--- config.mk ---
export PLATFORM = sky130hd
export DESIGN_NAME = fighter_player_core
export DESIGN_NICKNAME = d
export VERILOG_FILES = /design/src/rtl/fighter_player_core.sv
export SDC_FILE = /design/constraint.sdc
export NUM_CORES = 1
export LEC_CHECK = 0
export ABC_AREA = 1
export BUFFER_PORTS_ARGS = -buffer_cell sky130_fd_sc_hd__buf_2
export CORE_ASPECT_RATIO = 0.9
export CORE_MARGIN = 4
export CORE_UTILIZATION = 40
export CTS_CLUSTER_SIZE = 8
export DETAILED_ROUTE_END_ITERATION = 6
export PLACE_DENSITY = 0.59
export REMOVE_ABC_BUFFERS = 1
export SYNTH_ARGS = -nofsm -noshare
export SYNTH_HDL_FRONTEND = slang
export SYNTH_SLANG_ARGS = --single-unit
--- constraint.sdc ---
create_clock -name clk -period 4.9 [get_ports clk]
set_input_delay 0 -clock clk [delete_from_list [all_inputs] [get_ports clk]]
set_output_delay 0 -clock clk [all_outputs]
set_load 0.1 [all_outputs]
--- src/rtl/fighter_player_core.sv ---
`default_nettype none
// ============================================================================
// Module   : fighter_player_core
// Brief    : Per-player fighter state: position, health, regen, invulnerability.
// Revision : 1.0
// ============================================================================
module fighter_player_core #(
  parameter int NUM_POS      = 3,
  parameter int START_POS    = 2,
  parameter int HEALTH_W     = 2,
  parameter int MAX_HEALTH   = 3,
  parameter int REGEN_WAITS  = 2,
  parameter int KICK_RANGE   = 2,
  parameter int PUNCH_RANGE  = 1,
  parameter int INVULN_STEPS = 1
) (
  input  logic                clk,
  input  logic                reset,
  input  logic                isGameOver,
  input  logic                actionEnable,
  input  logic [2:0]          own_action,
  input  logic [2:0]          opp_action,
  input  logic [NUM_POS-1:0]  opp_pos,
  output logic [NUM_POS-1:0]  pos,
  output logic [HEALTH_W-1:0] health,
  output logic                ko,
  output logic                hit_taken,
  output logic                invuln
);

  localparam int IW = $clog2(NUM_POS) + 1;
  localparam int WW = $clog2(REGEN_WAITS + 1);
  localparam int VW = (INVULN_STEPS < 1) ? 1 : $clog2(INVULN_STEPS + 1);
  localparam int HW = HEALTH_W + 1;

  localparam logic [2:0]          C_KICK  = 3'b000;
  localparam logic [2:0]          C_PUNCH = 3'b001;
  localparam logic [2:0]          C_AWAIT = 3'b010;
  localparam logic [2:0]          C_JUMP  = 3'b011;
  localparam logic [IW-1:0]       C_LAST  = IW'(NUM_POS - 1);
  localparam logic [HEALTH_W-1:0] C_MAX_H = HEALTH_W'(MAX_HEALTH);

  logic [IW-1:0]       idx_q, idx_d;
  logic [HEALTH_W-1:0] health_q, health_d;
  logic [WW-1:0]       regen_q, regen_d;
  logic [VW-1:0]       inv_q, inv_d;
  logic                hit_q, hit_d;

  logic [IW-1:0] opp_idx, new_idx, lim, move_amt, d_pre, d_post;
  logic [HW-1:0] dmg;
  logic          opp_valid, opp_left, step_en, clash_k, clash_p, apply;

  always_comb begin
    opp_idx = '0;
    for (int i = 0; i < NUM_POS; i++) begin
      if (opp_pos[i]) opp_idx = IW'(i);
    end
  end

  assign opp_valid = (opp_pos != '0) && ((opp_pos & (opp_pos - NUM_POS'(1))) == '0)
                     && (opp_pos != pos);
  assign step_en   = actionEnable && !isGameOver && opp_valid;
  assign opp_left  = opp_idx < idx_q;
  assign d_pre     = opp_left ? (idx_q - opp_idx) : (opp_idx - idx_q);
  assign clash_k   = (own_action == C_KICK) && (opp_action == C_KICK)
                     && (int'(d_pre) <= KICK_RANGE);
  assign clash_p   = (own_action == C_PUNCH) && (opp_action == C_PUNCH)
                     && (int'(d_pre) <= PUNCH_RANGE);
  assign move_amt  = own_action[0] ? IW'(2) : IW'(1);

  // Moves clamp at the wall and at the cell next to the opponent.
  always_comb begin
    new_idx = idx_q;
    lim     = '0;
    if (clash_k) begin
      if (opp_left) new_idx = (idx_q == C_LAST) ? idx_q : idx_q + IW'(1);
      else          new_idx = (idx_q == '0)     ? idx_q : idx_q - IW'(1);
    end else if (own_action[2]) begin
      if (!own_action[1]) begin
        lim     = opp_left ? opp_idx + IW'(1) : '0;
        new_idx = (idx_q < lim + move_amt) ? lim : idx_q - move_amt;
      end else begin
        lim     = opp_left ? C_LAST : opp_idx - IW'(1);
        new_idx = (idx_q + move_amt > lim) ? lim : idx_q + move_amt;
      end
    end
  end

  assign d_post = (new_idx > opp_idx) ? (new_idx - opp_idx) : (opp_idx - new_idx);

  always_comb begin
    dmg = '0;
    if (!clash_k && !clash_p) begin
      if ((opp_action == C_KICK) && (int'(d_post) <= KICK_RANGE) && (own_action != C_JUMP))
        dmg = HW'(1);
      else if ((opp_action == C_PUNCH) && (int'(d_post) <= PUNCH_RANGE))
        dmg = HW'(2);
    end
  end

  assign apply = (dmg != '0) && (inv_q == '0);

  always_comb begin
    idx_d    = idx_q;
    health_d = health_q;
    regen_d  = regen_q;
    inv_d    = inv_q;
    hit_d    = 1'b0;
    if (step_en) begin
      idx_d = new_idx;
      if (apply) begin
        health_d = ({1'b0, health_q} <= dmg) ? '0 : health_q - dmg[HEALTH_W-1:0];
        hit_d    = 1'b1;
        inv_d    = VW'(INVULN_STEPS);
        regen_d  = '0;
      end else begin
        if (inv_q != '0) inv_d = inv_q - VW'(1);
        if (own_action == C_AWAIT) begin
          if (regen_q == WW'(REGEN_WAITS - 1)) begin
            regen_d = '0;
            if (health_q != C_MAX_H) health_d = health_q + HEALTH_W'(1);
          end else begin
            regen_d = regen_q + WW'(1);
          end
        end else begin
          regen_d = '0;
        end
      end
    end
  end

  always_ff @(posedge clk) begin
    if (!reset) begin
      idx_q    <= IW'(START_POS);
      health_q <= C_MAX_H;
      regen_q  <= '0;
      inv_q    <= '0;
      hit_q    <= 1'b0;
    end else begin
      idx_q    <= idx_d;
      health_q <= health_d;
      regen_q  <= regen_d;
      inv_q    <= inv_d;
      hit_q    <= hit_d;
    end
  end

  always_comb begin
    pos = '0;
    for (int i = 0; i < NUM_POS; i++) pos[i] = (idx_q == IW'(i));
  end

  assign health    = health_q;
  assign ko        = (health_q == '0);
  assign hit_taken = hit_q;
  assign invuln    = (inv_q != '0);

endmodule
`default_nettype wire
==> results of run 1 <==
## timing repair
action | CTS | global route
gates resized for setup | 32 | 18
pin swaps | 20 | 22
hold buffers | 1 | 0
buffers inserted | 4 | 1
setup endpoints to repair | 2 | 3
hold endpoints to repair | 1 | 0
## path summary, 6_finish.rpt
kind                                     from         end  slack (ns)  cells after the start
worst min-delay path            own_action[2]  regen_q[1]        0.28                      4
worst max-delay path                 idx_q[1]   health[1]        0.08                     40
worst min register to register     regen_q[1]  regen_q[1]        0.46                      2
worst max register to register       idx_q[1]   health[1]        0.08                     40
## layout make-up
cell class | count | area, sq um
Fill cell | 391 | 1760
Multi-Input combinational cell | 180 | 1480
Timing Repair Buffer | 60 | 410
Inverter | 50 | 193
Sequential cell | 9 | 185
Tap cell | 48 | 60.1
Clock buffer | 3 | 41.3
Clock inverter | 1 | 5.00
## routing by layer
layer / track usage, % / wire length [um]
met5: 0 / 0
met4: 4.35 / 52
met3: 1.68 / 148
met2: 24.4 / 1820
met1: 24.2 / 2210
## power by group
group,switching (mW),internal [mW],leakage (nW),total [mW]
clock,0.0301,0.0555,0.0255,0.0855
sequential,0.00255,0.0755,0.0734,0.0781
combinational,0.191,0.148,1.15,0.340
total,0.224,0.279,1.25,0.503
## state kept, by name, summed over array words and instances (netlist names)
name / cells
idx_q: 3
health: 2
regen_q: 2
hit_taken: 1
invuln: 1
## layout by cell type (no fill, tap or decap), types with 2 or more instances in the layout
cell type	count
xor2_1	5
o211ai_1	3
nor2_2	3
nand2_1	42
nand2_2	7
nand3_4	3
o21ai_0	8
ha_4	6
inv_4	2
a21oi_1	8
o21ai_2	4
nand3_2	7
fa_1	6
nand4_1	2
buf_2	20
nand3_1	12
dfxtp_1	7
a21oi_2	5
nand2_4	7
nand3b_1	3
nand4_2	2
nor3_1	4
fa_2	2
inv_1	33
clkbuf_8	3
nor2_1	13
inv_2	15
ha_1	17
buf_4	37
buf_6	2
## kinds of logic (layout without fill, tap and decap cells)
group | after synthesis | in the layout | share of synthesized area, %
AND/OR/NAND/NOR | 108 | 108 | 35.2
buffers and inverters | 53 | 114 | 12.7
AO/OA/AOI/OAI | 34 | 34 | 11.8
adder cells (fa/ha/maj) | 32 | 32 | 26.7
flip-flops | 9 | 9 | 10.5
XOR/XNOR | 6 | 6 | 3.05
## worst reg2reg max path, delay by kind of cell, from the launching register on
| family | cells | cell delay, ns |
|---|---|---|
| adders and majority gates | 7 | 2.05 |
| and+or+nand+nor | 18 | 1.30 |
| buffers and inverters | 10 | 0.57 |
| AOI/OAI and AO/OA | 5 | 0.49 |
| DFF | 1 | 0.36 |
## through the flow
stage,cells,power [mW],hold slack [ns]
CTS,351,0.485,0.263
finish,351,0.503,0.278
global placement,343,0.368,0.226
detailed placement,343,0.371,0.229
floorplan,239,0.268,0.0841
global route,351,0.549,0.319
==> flow_summary.toml, run 1 <==
[run_status]
status = "complete, no violations"

[clock_tree]
cts_tree = "yes"
cts_buffers = 3
clk_latency_ns = 0.23
htreeDepth = 1
clock_tree.buffer_depth = 2
cts_root_buffer = "clkbuf_8"
cts.clk_slew.worst_paths_ns = 0.05
cts_sinks = 9

[setup_path]
critPathKind = "reg2reg"
critPathBufInv = 10
cpMaxStageDelayCell = "fa_1"
arrival_ns = 5.00
cp.required_ns = 5.08
path_common_cell = "inv_2"
cp_top_family = "adder cells"
cp_max_fo = 5
start_kind = "flop"
critPathMaxStageDelay_ns = 0.48
end_kind = "flop"

[sta]
tns_ns = 0
worst_slack_ns = 0.0767
min_period_ns = 4.82
period_share_pct = 98.4
rsz0062_at_grt = "yes"
setup_viol = 0
max_freq_ghz = 0.207
worstMarginPinSlew_ns = 0.513
maxSlewViolCount = 0
relSlewSlack_pct = 65.5
hold_viol = 0
finClkSkew_ns = 0.00112

[power_and_ir_drop]
power.density_nw_per_um2 = 212
power.leakage_nw = 1.25
ir_drop_v = 0.000219

[synthesis]
synth.avg_cell_area_sq_um = 7.11
async_flop_share_pct = 0
synth_top_cell_by_area = "ha_1"
synth_cell_type_count = 33
netlist_top_cells_count = "inv_1, nand2_1, ha_1"
ys_ff_latch = 9
syn-cell-area_sq_um = 1720
yosys_warnings = 0
ys_dominant_reg_cell = "dfxtp_1"
yosys-top-cells-area = "ha_1, dfxtp_1, inv_1, nand2_1, fa_1"
synth_edf_count = 0
netlist.area_leader.share_pct = 17.4
synth_seq_area_share_pct = 10.5
netlist_instances = 242

[placement]
numPortBuffers = 20
place_area_sq_um = 2130
gp_congestion = 0.855
place_ws_ns = -0.309
place_hpwl_mm = 3.39

[grt]
grt_pass1_vias = 1606
grt_pass1_wl_mm = 7.33
antenna_found_initial = 0
gr-total-overflow = 0
grt_max_degree = 11
track_usage_pct = 16.2

[route]
viasPerCell = 4.79
first_pass_iters = 4
first_iter_violations = 84
routedWlPerCell_um = 12.1
vias = 1683
drcViolationCount = 0
ant_nets = 0
drt-total-wl_mm = 4.23

[cells_and_area]
drive_gt1_share_pct = 43.9
design_area_sq_um = 2370
final_core_util_pct = 57.4
diodes = 0
area_growth_pct = 37.7
finish.net_count = 349

[die]
dieArea_sq_um = 5420
initial_core_util_pct = 41.7
num_io_pins = 21
die_y_um = 70.2
rows = 22
core_area_sq_um = 4130
fp.dieW_um = 77.2

[hold_path]
hold_class = "in2reg"

[flow_run]
drv_cap = 0
Power figures use the tool's default switching activity.
==> run 2: changes to the inputs <==
--- a/config.mk
+++ b/config.mk
@@ -5,14 +5,12 @@
 export SDC_FILE = /design/constraint.sdc
 export NUM_CORES = 1
 export LEC_CHECK = 0
-export ABC_AREA = 1
 export BUFFER_PORTS_ARGS = -buffer_cell sky130_fd_sc_hd__buf_2
 export CORE_ASPECT_RATIO = 0.9
 export CORE_MARGIN = 4
 export CORE_UTILIZATION = 40
 export CTS_CLUSTER_SIZE = 8
 export DETAILED_ROUTE_END_ITERATION = 6
-export PLACE_DENSITY = 0.59
 export REMOVE_ABC_BUFFERS = 1
 export SYNTH_ARGS = -nofsm -noshare
 export SYNTH_HDL_FRONTEND = slang
==> constraint.sdc (replaced) <==
create_clock -name clk -period 4.5 [get_ports clk]
set_input_delay 0 -clock clk [delete_from_list [all_inputs] [get_ports clk]]
set_output_delay 0 -clock clk [all_outputs]
set_load 0.1 [all_outputs]
==> run 2 against run 1 <==
  * The flow now finishes with violations (setup timing)
  * Hold slack worse by 0.24 ns
  * Design area is 4.5% higher
  * Clock skew up 0.0018 ns
  * Clock-buffer cell count stayed put
  * Worst setup slack got worse by 1.0 ns
  * Global-route usage grew 2.9 points
  * Final cell count shrank 4.0%
  * Sequential power grew 7.2%
  * Clock power grew 12%
  * Area after synthesis down 2.0%
  * Critical path type unchanged
==> flow_summary.toml, run 2 <==
[flow_run]
drv_cap = 0

[placement]
gp_congestion = 0.920
place_hpwl_mm = 3.80
placedCellCount = 322
numPortBuffers = 20
place_area_sq_um = 2140

[power_and_ir_drop]
power.density_nw_per_um2 = 252
power.leakage_nw = 1.18
ir_drop_v = 0.000209

[grt]
grt_max_degree = 17
gr-total-overflow = 0
track_usage_pct = 19.0
grt_pass1_wl_mm = 8.34
antenna_found_initial = 0
grt_pass1_vias = 1708

[sta]
max_freq_ghz = 0.184
rsz0062_at_grt = "yes"
relSlewSlack_pct = 60.8
setup_viol = 6
maxSlewViolCount = 0
finClkSkew_ns = 0.00293
worstMarginPinSlew_ns = 0.588
hold_viol = 0
tns_ns = -4.31
min_period_ns = 5.44
period_share_pct = 121
worst_slack_ns = -0.943

[route]
drt-total-wl_mm = 5.43
first_iter_violations = 166
ant_nets = 0
vias = 1872
routedWlPerCell_um = 16.1
viasPerCell = 5.55
drcViolationCount = 0
first_pass_iters = 4

[setup_path]
path_common_cell = "ha_4"
rr_worst_depth = 31
arrival_ns = 5.62
startpoint = "idx_q[1]"
cpMaxStageDelayCell = "fa_2"
timing.rr.start = "idx_q[1]"
cp_max_fo = 3
end_kind = "flop"
r2r_end = "health[1]"
cp-endpoint = "health[1]"
cp.required_ns = 4.68
reg2reg_slack_ns = -0.94
critPathKind = "reg2reg"
start_kind = "flop"
critPathMaxStageDelay_ns = 0.52

[die]
dieArea_sq_um = 5320
num_io_pins = 21
rows = 22
core_area_sq_um = 4070
fp.dieW_um = 76.4
initial_core_util_pct = 41.4
die_y_um = 69.6

[cells_and_area]
stdcell_count = 337
design_area_sq_um = 2480
diodes = 0
final_common_cell = "buf_4"
drive_gt1_share_pct = 43.9
finish.net_count = 335
final_cell_mix = "buf_4, nand2_1, nor2_1, buf_2, inv_1"
largest_register = "idx_q"
area_growth_pct = 47.0
largest_reg_flops = 3
fillers = 362

[synthesis]
yosys-top-cells-area = "ha_1, dfxtp_1, fa_1, nand2_1, nor2_1"
async_flop_share_pct = 0
ys_ff_latch = 9
synth.avg_cell_area_sq_um = 7.74
netlist.area_leader.share_pct = 17.8
yosys_warnings = 0
ys_dominant_reg_cell = "dfxtp_1"
synth_cell_type_count = 51
synth_seq_area_share_pct = 10.7
netlist_top_cells_count = "nand2_1, ha_1, nor2_1"
netlist_instances = 218
synth_top_cell_by_area = "ha_1"
yosys.cell_count.top_type = "nand2_1"
syn-cell-area_sq_um = 1690
synth_edf_count = 0

[run_status]
status = "complete, but fails checks"
violations = "setup timing"

[clock_tree]
clock_tree.buffer_depth = 2
clk_latency_ns = 0.23
cts_buffers = 3
holdBufCountCts = 0
cts_sinks = 9
htreeDepth = 1
cts_root_buffer = "clkbuf_8"
cts.clk_slew.worst_paths_ns = 0.05
cts_tree = "yes"

[hold_path]
hold_class = "in2reg"
==> run 2: cell count changes after synthesis, moves of 5 or more <==
cell | before | now
inv_1 | 43 | 21
nand2_1 | 43 | 26
nand2_2 | 8 | 0
nand2_4 | 5 | 0
nand3_1 | 13 | 2
nand3_2 | 7 | 0
nor2_1 | 16 | 23
nor2b_1 | 0 | 7
o21a_1 | 0 | 5
xor2_1 | 5 | 0
==> run 2: cells by family (layout without fill, tap and decap cells) <==
group | count (synthesis) | after routing | share of synthesized area (%)
adder cells (fa/ha/maj) | 32 | 32 | 27.3
flip-flops | 9 | 9 | 10.7
buffers and inverters | 32 | 103 | 8.16
multiplexers | 3 | 3 | 1.78
AO/OA/AOI/OAI | 55 | 55 | 23.9
AND/OR/NAND/NOR | 86 | 86 | 27.7
XOR/XNOR | 1 | 1 | 0.519
==> run 2: where the power goes <==
| group | switching [mW] | leakage [nW] | internal [mW] | total (mW) |
|---|---|---|---|---|
| combinational | 0.225 | 1.08 | 0.221 | 0.446 |
| clock | 0.0350 | 0.0255 | 0.0606 | 0.0956 |
| sequential | 0.00177 | 0.0725 | 0.0819 | 0.0837 |
==> run 2: layout make-up <==
type / count / area, sq um / share of cell area, %
Sequential cell: 9 / 181 / 7.32
Inverter: 22 / 82.6 / 3.33
Timing Repair Buffer: 77 / 536 / 21.6
Multi-Input combinational cell: 177 / 1570 / 63.5
Clock inverter: 1 / 5.00 / 0.202
Tap cell: 48 / 60.1 / 2.42
Clock buffer: 3 / 41.3 / 1.67
==> run 2: what timing repair did <==
| action | CTS | global route |
|---|---|---|
| buffers inserted | 8 | 4 |
| gates resized for setup | 34 | 18 |
| pin swaps | 22 | 25 |
| endpoints found under the setup margin | 6 | 6 |
==> run 2: worst min path at each step <==
stage                     start        end  slack (ns)  depth (start not counted)
after floorplan           reset  health[0]        0.08                          1
after global placement    reset  health[0]        0.28                          2
after detailed placement  reset  health[0]        0.29                          2
after CTS                 reset  health[0]        0.04                          2
after global routing      reset   idx_q[1]        0.05                          2
final                     reset  health[0]        0.04                          2
==> run 2: per-stage QoR <==
stage,setup slack (ns),hold WS [ns],total power [mW],utilization (%)
2_1_floorplan,-1.68,0.0808,0.276,-
3_3_place_gp,-1.12,0.282,0.399,52.5
3_5_place_dp,-1.19,0.286,0.401,52.5
4_1_cts,-0.827,0.0406,0.564,58.2
5_1_grt,-1.15,0.0468,0.667,60.8
6_report,-0.943,0.0418,0.625,60.8
==> run 2: metal layers <==
metal	GRT usage, %	vias to the layer above	wire (um)
met5	0	-	0
met4	2.01	0	23
met3	2.60	2	246
met2	30.2	45	2470
met1	28.0	908	2690
li1	-	917	-
==> run 2: worst max-delay path: cells and delay by family (launching register included) <==
family                     cells  cell delay [ns]
adders and majority gates      7             1.98
AOI/OAI and AO/OA             10             1.47
and+or+nand+nor                9             1.14
buffers and inverters          4             0.34
DFF                            1             0.33
muxes                          1             0.12
